[src/rtl/i2c_req_arbiter.sv]
// Round-robin arbiter that lets NREQ requesters share one I2C master, one transaction at a
// time, with a per-transaction watchdog. Every output is a register.
module i2c_req_arbiter #(
   parameter int NREQ      = 4,
   parameter int TO_CYCLES = 1023
) (
   input  logic              sys_clk,
   input  logic              rst,
   input  logic [NREQ-1:0]   req_valid,
   input  logic [NREQ*8-1:0] req_addr,
   input  logic [NREQ*8-1:0] req_data,
   input  logic [NREQ-1:0]   req_wr,
   output logic [NREQ-1:0]   req_ready,
   output logic [NREQ-1:0]   rsp_valid,
   output logic [7:0]        rsp_rdata,
   output logic              rsp_err,
   output logic              m_run,
   output logic [7:0]        m_addr,
   output logic [7:0]        m_data,
   output logic              m_wr_bit,
   input  logic              m_busy,
   input  logic              m_done,
   input  logic              m_ack_err,
   input  logic [7:0]        m_rdata,
   output logic              busy,
   output logic [2:0]        dbg_state
);
   localparam int IW  = (NREQ > 1) ? $clog2(NREQ) : 1;
   localparam int WDW = $clog2(TO_CYCLES + 1);
   localparam logic [WDW-1:0] TO_LIM = WDW'(TO_CYCLES);

   typedef enum logic [2:0] {IDLE, GRANT, ISSUE, WAIT, RESP} state_t;

   state_t          state, state_n;
   logic [IW-1:0]   g, g_n;
   logic [IW-1:0]   ptr, ptr_n;
   logic [WDW-1:0]  wd, wd_n, wd_inc;
   logic            timeout;
   logic [IW-1:0]   sel_idx;
   logic            sel_found;
   logic [NREQ-1:0] sel_onehot, g_onehot;
   logic [NREQ-1:0] req_ready_n, rsp_valid_n;
   logic            m_run_n, m_wr_n, err_n, busy_n;
   logic [7:0]      m_addr_n, m_data_n, rdata_n;
   logic [7:0]      addr_arr [NREQ];
   logic [7:0]      data_arr [NREQ];

   // Handshake: requester i holds req_valid[i] and its payload until it sees the one-cycle
   // req_ready[i]; the payload is taken at the end of that cycle. Each accepted request gets
   // exactly one rsp_valid[i] pulse, unless a reset drops the transaction first.

   for (genvar i = 0; i < NREQ; i++) begin : g_unpack
      assign addr_arr[i] = req_addr[8*i +: 8];
      assign data_arr[i] = req_data[8*i +: 8];
   end

   // First requesting index at or above ptr, wrapping around.
   always_comb begin
      int            idx;
      logic [IW-1:0] cand;
      idx       = 0;
      cand      = '0;
      sel_found = 1'b0;
      sel_idx   = '0;
      for (int k = 0; k < NREQ; k++) begin
         idx = int'(ptr) + k;
         if (idx >= NREQ) idx = idx - NREQ;
         cand = IW'(idx);
         if (!sel_found && req_valid[cand]) begin
            sel_found = 1'b1;
            sel_idx   = cand;
         end
      end
   end

   always_comb begin
      sel_onehot          = '0;
      sel_onehot[sel_idx] = 1'b1;
      g_onehot            = '0;
      g_onehot[g]         = 1'b1;
   end

   // wd counts cycles since GRANT, so timeout lands RESP exactly TO_CYCLES cycles after GRANT.
   assign wd_inc  = wd + 1'b1;
   assign timeout = (wd_inc == TO_LIM);

   always_comb begin
      state_n     = state;
      g_n         = g;
      ptr_n       = ptr;
      wd_n        = wd;
      req_ready_n = '0;
      rsp_valid_n = '0;
      m_run_n     = 1'b0;
      m_addr_n    = m_addr;
      m_data_n    = m_data;
      m_wr_n      = m_wr_bit;
      rdata_n     = rsp_rdata;
      err_n       = rsp_err;
      case (state)
         IDLE: begin
            if (|req_valid) begin
               state_n     = GRANT;
               g_n         = sel_idx;
               wd_n        = '0;
               req_ready_n = sel_onehot;
            end
         end
         GRANT: begin
            m_addr_n = addr_arr[g];
            m_data_n = data_arr[g];
            m_wr_n   = req_wr[g];
            ptr_n    = (int'(g) == NREQ - 1) ? '0 : g + 1'b1;
            wd_n     = wd_inc;
            m_run_n  = 1'b1;
            state_n  = ISSUE;
         end
         ISSUE, WAIT: begin
            wd_n = wd_inc;
            if (m_done) begin
               rdata_n     = m_rdata;
               err_n       = m_ack_err;
               rsp_valid_n = g_onehot;
               state_n     = RESP;
            end else if (timeout) begin
               rdata_n     = 8'h00;
               err_n       = 1'b1;
               rsp_valid_n = g_onehot;
               state_n     = RESP;
            end else if (state == ISSUE && !m_busy) begin
               m_run_n = 1'b1;
            end else begin
               state_n = WAIT;
            end
         end
         RESP:    state_n = IDLE;
         default: state_n = IDLE;
      endcase
      busy_n = (state_n != IDLE);
   end

   always_ff @(posedge sys_clk) begin
      if (rst) begin
         state     <= IDLE;
         g         <= '0;
         ptr       <= '0;
         wd        <= '0;
         req_ready <= '0;
         rsp_valid <= '0;
         m_run     <= 1'b0;
         m_addr    <= 8'h00;
         m_data    <= 8'h00;
         m_wr_bit  <= 1'b0;
         rsp_rdata <= 8'h00;
         rsp_err   <= 1'b0;
         busy      <= 1'b0;
      end else begin
         state     <= state_n;
         g         <= g_n;
         ptr       <= ptr_n;
         wd        <= wd_n;
         req_ready <= req_ready_n;
         rsp_valid <= rsp_valid_n;
         m_run     <= m_run_n;
         m_addr    <= m_addr_n;
         m_data    <= m_data_n;
         m_wr_bit  <= m_wr_n;
         rsp_rdata <= rdata_n;
         rsp_err   <= err_n;
         busy      <= busy_n;
      end
   end

   assign dbg_state = state;

endmodule

[config.mk]
export PLATFORM = sky130hd
export DESIGN_NAME = i2c_req_arbiter
export DESIGN_NICKNAME = d
export VERILOG_FILES = /design/src/rtl/i2c_req_arbiter.sv
export SDC_FILE = /design/constraint.sdc
export NUM_CORES = 1
export LEC_CHECK = 0
export BUFFER_PORTS_ARGS = -buffer_cell sky130_fd_sc_hd__buf_4
export CAP_MARGIN = 20
export CORE_ASPECT_RATIO = 1.5
export CORE_UTILIZATION = 25
export CTS_BUF_LIST = sky130_fd_sc_hd__clkbuf_8
export DETAILED_ROUTE_END_ITERATION = 8
export GPL_TIMING_DRIVEN = 0
export PLACE_DENSITY = 0.5
export RECOVER_POWER = 25
export SYNTH_ARGS = -nofsm -noshare
export SYNTH_HDL_FRONTEND = slang
export SYNTH_SLANG_ARGS = --single-unit
[constraint.sdc]
create_clock -name sys_clk -period 1.9 [get_ports sys_clk]
set_input_delay 0.475 -clock sys_clk [delete_from_list [all_inputs] [get_ports sys_clk]]
set_output_delay 0.475 -clock sys_clk [all_outputs]
set_load 0.02 [all_outputs]
==> impl_metrics.py, run 1 <==
metrics = {
    "placed_design": {
        "gp_congestion": 0.7670,
        "pre_cts_slack_ns": -0.5418,
        "port_buffers": 122,
        "dp_hpwl_microns": 5901,
        "dpl.cell_count": 568,
        "placed_area_sq_mm": 0.003771,
    },
    "worst_setup_path": {
        "crit_path_end_kind": "register",
        "arrival_ns": 2.12,
        "slowest_delay_ns": 0.38,
        "rrSetupSlack_ns": -0.008,
        "slowest_stage": "dfxtp_4",
        "worstSetupPathType": "register to register",
        "cp_common_cell": "or3_4",
        "critical_path.startpoint_type": "register",
        "worstPathMaxFanout": 6,
        "crit_required_ns": 2.11,
        "reg2reg_depth": 7,
        "path_cells": "buf_6, and3_4, or3_4, a21oi_4, nor3_2, or3_4, a41o_1",
    },
    "clock_network": {
        "insertion_delay_ns": 0.31,
        "cts_inserted_buffers": 5,
        "cts_tree": "built",
        "hold_buffers": 0,
        "root_buffer": "clkbuf_8",
        "clkSinkCount": 53,
        "clk_pin_slew_ns": 0.09,
        "clockBufferDepth": 2,
        "htreeDepth": 2,
    },
    "power": {
        "power_density_mw_per_mm2": 841.7,
        "finalPower_mw": 3.384,
        "ir_drop_mv": 0.3025,
        "p_leak_nw": 1.593,
    },
    "min_path": {
        "hp-class": "input pin to register",
        "whs_path_depth": 3,
    },
    "global_route": {
        "grt_pass1_vias": 2765,
        "grt_max_degree": 17,
        "antenna_found_initial": 0,
        "grt-ovfl-total": 0,
        "grt_usage_pct": 14.21,
        "grt_pass1_wl_microns": 12470,
    },
    "die": {
        "row_count": 45,
        "io_pins": 124,
        "fp.dieW_microns": 85.83,
        "fp.dieH_microns": 127.7,
        "core-area_sq_mm": 0.01019,
        "die_area_sq_mm": 0.01096,
        "initial_core_util_pct": 25.86,
    },
    "synthesis": {
        "ys_seq_elements": 53,
        "syn_avg_cell_area_sq_um": 8.639,
        "synth_top_flop_cell": "dfxtp_1",
        "syn_inst": 305,
        "synth.area.top_cells": "dfxtp_1, mux4_2, a21oi_1, nand2_1, nor2_1",
        "synth_edf_count": 0,
        "synth_top_area_cell": "dfxtp_1",
        "ys_types": 41,
        "synth.top_cells.by_count": "nand2_1, dfxtp_1, a21oi_1",
        "ys_warn_count": 0,
        "ys_seq_area_share_pct": 40.27,
        "synthArstFlopShare_pct": 0,
        "syn_area_sq_mm": 0.002635,
        "synthMostInstantiatedCell": "nand2_1",
        "synthesis.nets": 396,
        "synth_top_area_share_pct": 40.27,
    },
    "timing": {
        "hold_violations": 0,
        "fin_skew_ns": 0.007394,
        "fin_crit_sh_pct": 100.4,
        "max_freq_ghz": 0.5240,
        "whs_ns": 0.4345,
        "worst_slack_ns": -0.008406,
        "fin_setup_tns_ns": -0.008406,
        "maxSlewHeadroom_pct": 58.12,
        "fin_crit_ns": 1.908,
        "setup_viol_count_final": 1,
        "tightest_slew_ns": 0.6259,
        "drv_slew": 0,
        "rsz0062_at_grt": "true",
    },
    "final_layout": {
        "fin_area_sq_mm": 0.004020,
        "syn_to_final_growth_pct": 52.56,
        "num_antenna_cells": 0,
        "nets": 536,
        "instances_no_fill": 587,
        "multi_input_area_sq_mm": 0.001620,
        "post-route-util_pct": 39.45,
        "regArea_sq_mm": 0.001080,
        "nFillCells": 1095,
        "drive_gt1_share_pct": 39.24,
    },
    "run_status": {
        "violations": "negative setup slack",
        "outcome": "complete, but fails checks",
    },
    "route": {
        "drc": 0,
        "drtIter0Drc": 106,
        "vias": 2702,
        "avgViaCountPerCell": 4.603,
        "ant_nets": 0,
        "drt-wirelength-per-cell_microns": 12.84,
        "drtPass1Iterations": 4,
        "routed_wl_microns": 7535,
    },
    "run": {
        "drv_cap": 0,
    },
}
placed cells by master, fill, tap and decap left out, drive strengths merged, types with 9 or more instances in the layout:
cell	instances
a21oi	45
buf	118
clkbuf	39
dfxtp	53
inv	9
mux4	17
nand2	54
nand3	13
nor2	32
nor3	10
o21ai	10
registers in the layout (all words and copies together) (netlist names):
signal     cells
wd            10
m_addr         8
m_data         8
rsp_rdata      8
req_ready      4
rsp_valid      4
dbg_state      3
g              2
ptr            2
busy           1
m_run          1
m_wr_bit       1
rsp_err        1
area by class of cell:
cell class	count	share of cell area, %
Multi-Input combinational cell	227	40.30
Sequential cell	53	26.86
Timing Repair Buffer	134	23.44
Tap cell	141	4.388
Clock buffer	7	2.397
Buffer	16	1.650
Inverter	8	0.7470
Clock inverter	1	0.2179
critical path, delay by kind of cell, from the launching register on:
family | cells | cell delay (ns)
buf+inv | 1 | 0.12
flops | 1 | 0.38
compound gates | 2 | 0.34
simple gates | 4 | 0.97
kinds of logic (layout without fill, tap and decap cells):
| logic type | after synthesis | in the layout | synth area share, % |
|---|---|---|---|
| AOI/OAI and AO/OA | 70 | 70 | 15.15 |
| and+or+nand+nor | 131 | 131 | 22.51 |
| adders and majority gates | 6 | 6 | 2.849 |
| DFF | 53 | 53 | 40.27 |
| xor gates and xnor gates | 2 | 2 | 0.6649 |
| buffers and inverters | 25 | 166 | 3.656 |
| muxes | 18 | 18 | 14.91 |
final timing paths:
kind	startpoint	end
max	wd[0]	m_run
min reg2reg	rsp_rdata[6]	rsp_rdata[6]
min	m_rdata[6]	rsp_rdata[6]
max reg2reg	wd[0]	m_run
routing by layer:
layer	GRT usage, %	vias up	wire [microns]
met1	15.75	1238	3014
met2	26.54	103	3953
met4	4.608	0	94
met5	0	-	0
met3	3.091	6	473
li1	-	1355	-
timing repair:
item	CTS	global route
gates resized for setup	17	14
setup endpoints to repair	33	26
buffers inserted	11	2
pin swaps	9	7
power breakdown:
part	switching [mW]	total, mW	internal [mW]
logic	0.730	1.30	0.574
registers	0.103	1.36	1.25
clock network	0.386	0.724	0.337
total	1.22	3.38	2.16
Note: power is estimated with default switching activity, not from simulation.
==> run 2, diff against run 1 <==
Settings changed: CORE_ASPECT_RATIO 1.5 to not set, CTS_CLUSTER_SIZE set to 30, SETUP_SLACK_MARGIN set to 0.02.
==> run 2 against run 1 <==
Against the previous run: final cell count is 1.2% lower; critical endpoint unchanged; combinational power hardly changed; critical path type unchanged; clock power is 8.1% lower; register-to-register slack worse by 0.11 ns; count of clock-buffer cells in the layout is 1 lower; hold slack better by 0.0071 ns; sequential cell count stayed put; die area hardly changed; routed wire length is 0.12% higher; the run still ends with negative setup slack left; non-clock buffer count is 2 lower.
==> impl_metrics.py, run 2 (synthesized netlist as in run 1, its figures left out) <==
metrics = {
    "run_status": {
        "outcome": "complete, but fails checks",
        "violations": "negative setup slack",
    },
    "timing": {
        "hold_violations": 0,
        "drv_slew": 0,
        "fin_crit_sh_pct": 106.3,
        "maxSlewHeadroom_pct": 59.02,
        "fin_skew_ns": 0.009402,
        "fin_crit_ns": 2.021,
        "whs_ns": 0.4416,
        "worst_slack_ns": -0.1206,
        "setup_viol_count_final": 6,
        "rsz0062_at_grt": "true",
        "max_freq_ghz": 0.4949,
        "tightest_slew_ns": 0.6125,
    },
    "worst_setup_path": {
        "crit_path_end_kind": "register",
        "worstSetupPathType": "register to register",
        "reg2reg_depth": 7,
        "worstPathMaxFanout": 6,
        "arrival_ns": 2.22,
        "crit_required_ns": 2.10,
        "rrSetupSlack_ns": -0.12,
        "critical_path.startpoint_type": "register",
    },
    "clock_network": {
        "clk_pin_slew_ns": 0.10,
        "insertion_delay_ns": 0.31,
        "cts_inserted_buffers": 5,
        "clockBufferDepth": 2,
        "htreeDepth": 2,
        "hold_buffers": 0,
        "clkSinkCount": 53,
        "cts_tree": "built",
        "root_buffer": "clkbuf_8",
    },
    "power": {
        "ir_drop_mv": 0.3281,
        "sw_frac_of_total_pct": 36.47,
        "pwr-share-seq_pct": 40.8,
        "p_leak_nw": 1.559,
        "pwr-share-comb_pct": 39.1,
        "p_clk_share_pct": 20.1,
        "internal-power_mw": 2.098,
        "p_sw_mw": 1.204,
        "power_density_mw_per_mm2": 837.2,
    },
    "global_route": {
        "grt_usage_pct": 14.34,
        "grt_max_degree": 17,
        "grt_pass1_wl_microns": 12820,
        "grt-ovfl-total": 0,
        "antenna_found_initial": 0,
        "grt_pass1_vias": 2724,
    },
    "min_path": {
        "hp-class": "input pin to register",
        "whs_path_depth": 3,
    },
    "run": {
        "drv_cap": 0,
    },
    "route": {
        "avgViaCountPerCell": 4.595,
        "drc": 0,
        "drt-wirelength-per-cell_microns": 13.01,
        "drtIter0Drc": 103,
        "routed_wl_microns": 7544,
        "drtPass1Iterations": 4,
        "ant_nets": 0,
        "vias": 2665,
    },
    "placed_design": {
        "dpl.cell_count": 563,
        "pre_cts_slack_ns": -0.6893,
        "gp_congestion": 0.7434,
        "dp_hpwl_microns": 5802,
        "port_buffers": 122,
    },
    "final_layout": {
        "top_register": "wd",
        "nets": 534,
        "num_antenna_cells": 0,
        "final_cell_mix": "buf_4, nand2_1, dfxtp_1, a21oi_1",
        "post-route-util_pct": 38.39,
        "final_common_cell": "buf_4",
        "syn_to_final_growth_pct": 49.71,
        "largest_reg_flops": 10,
        "drive_gt1_share_pct": 37.16,
        "instances_no_fill": 580,
    },
    "die": {
        "fp.dieH_microns": 104.7,
        "fp.dieW_microns": 104.7,
        "die_area_sq_mm": 0.01095,
        "core-area_sq_mm": 0.01028,
        "initial_core_util_pct": 25.64,
        "row_count": 37,
        "io_pins": 124,
    },
}
[run 2: changes by cell type in the layout (fill, tap and decap cells not counted), moves of 2 or more]
cell     delta
buf_4       -3
a21oi_1     +2
a21oi_2     -2
nor2_2      -2
[run 2: metal layers]
metal / wire [microns] / global-route usage (%) / up-vias
li1: - / - / 1351
met1: 3331 / 17.29 / 1223
met2: 3674 / 25.59 / 85
met3: 454 / 2.932 / 6
met4: 84 / 4.125 / 0
met5: 0 / 0 / -
[run 2: path summary, 6_finish.rpt]
path	from	to
hold / removal	m_rdata[4]	rsp_rdata[4]
setup reg to reg	wd[1]	m_run
setup / recovery	wd[1]	m_run
hold reg to reg	rsp_rdata[7]	rsp_rdata[7]
[run 2: cell type report]
class | count | area (sq um)
fillers | 1114 | 6332
multi-input cells | 227 | 1583
flip-flops and latches | 53 | 1080
repair buffers | 132 | 915.9
well taps | 136 | 170.2
clock buffers | 6 | 82.58
plain buffers | 16 | 73.82
inverters | 8 | 30.03
clock inverters | 2 | 10.01
[run 2: stage by stage]
step / area, sq um / total power, mW / TNS [ns]
global route: 3945 / 3.551 / -1.258
detailed placement: 3765 / 2.677 / -9.344
CTS: 3994 / 3.394 / -0.3998
floorplan: 2679 / 2.154 / 0
finish: 3945 / 3.303 / -0.2919
global placement: 3765 / 2.663 / -9.025
[run 2: worst max-delay path, cell delays in order (launching register included)]
cell and delay (ns):
dfxtp_4 0.40, nand3_4 0.07, or3_4 0.39, a211oi_4 0.28
nor2_1 0.08, or3_1 0.38, buf_6 0.14, a41o_1 0.17
[run 2: power groups by stage]
stage                     combinational, mW  clock, mW  sequential [mW]
final                                  1.29      0.665             1.35
after detailed placement               1.30          0             1.38
after global routing                   1.45      0.736             1.36
after CTS                              1.34      0.704             1.35
after global placement                 1.29          0             1.37
after floorplan                       0.648          0             1.51
[run 2: what timing repair did]
item / in CTS / in global routing
endpoints found under the setup margin: 36 / 27
gates resized for setup: 14 / 9
buffers inserted: 10 / 0
pin swaps: 7 / 1
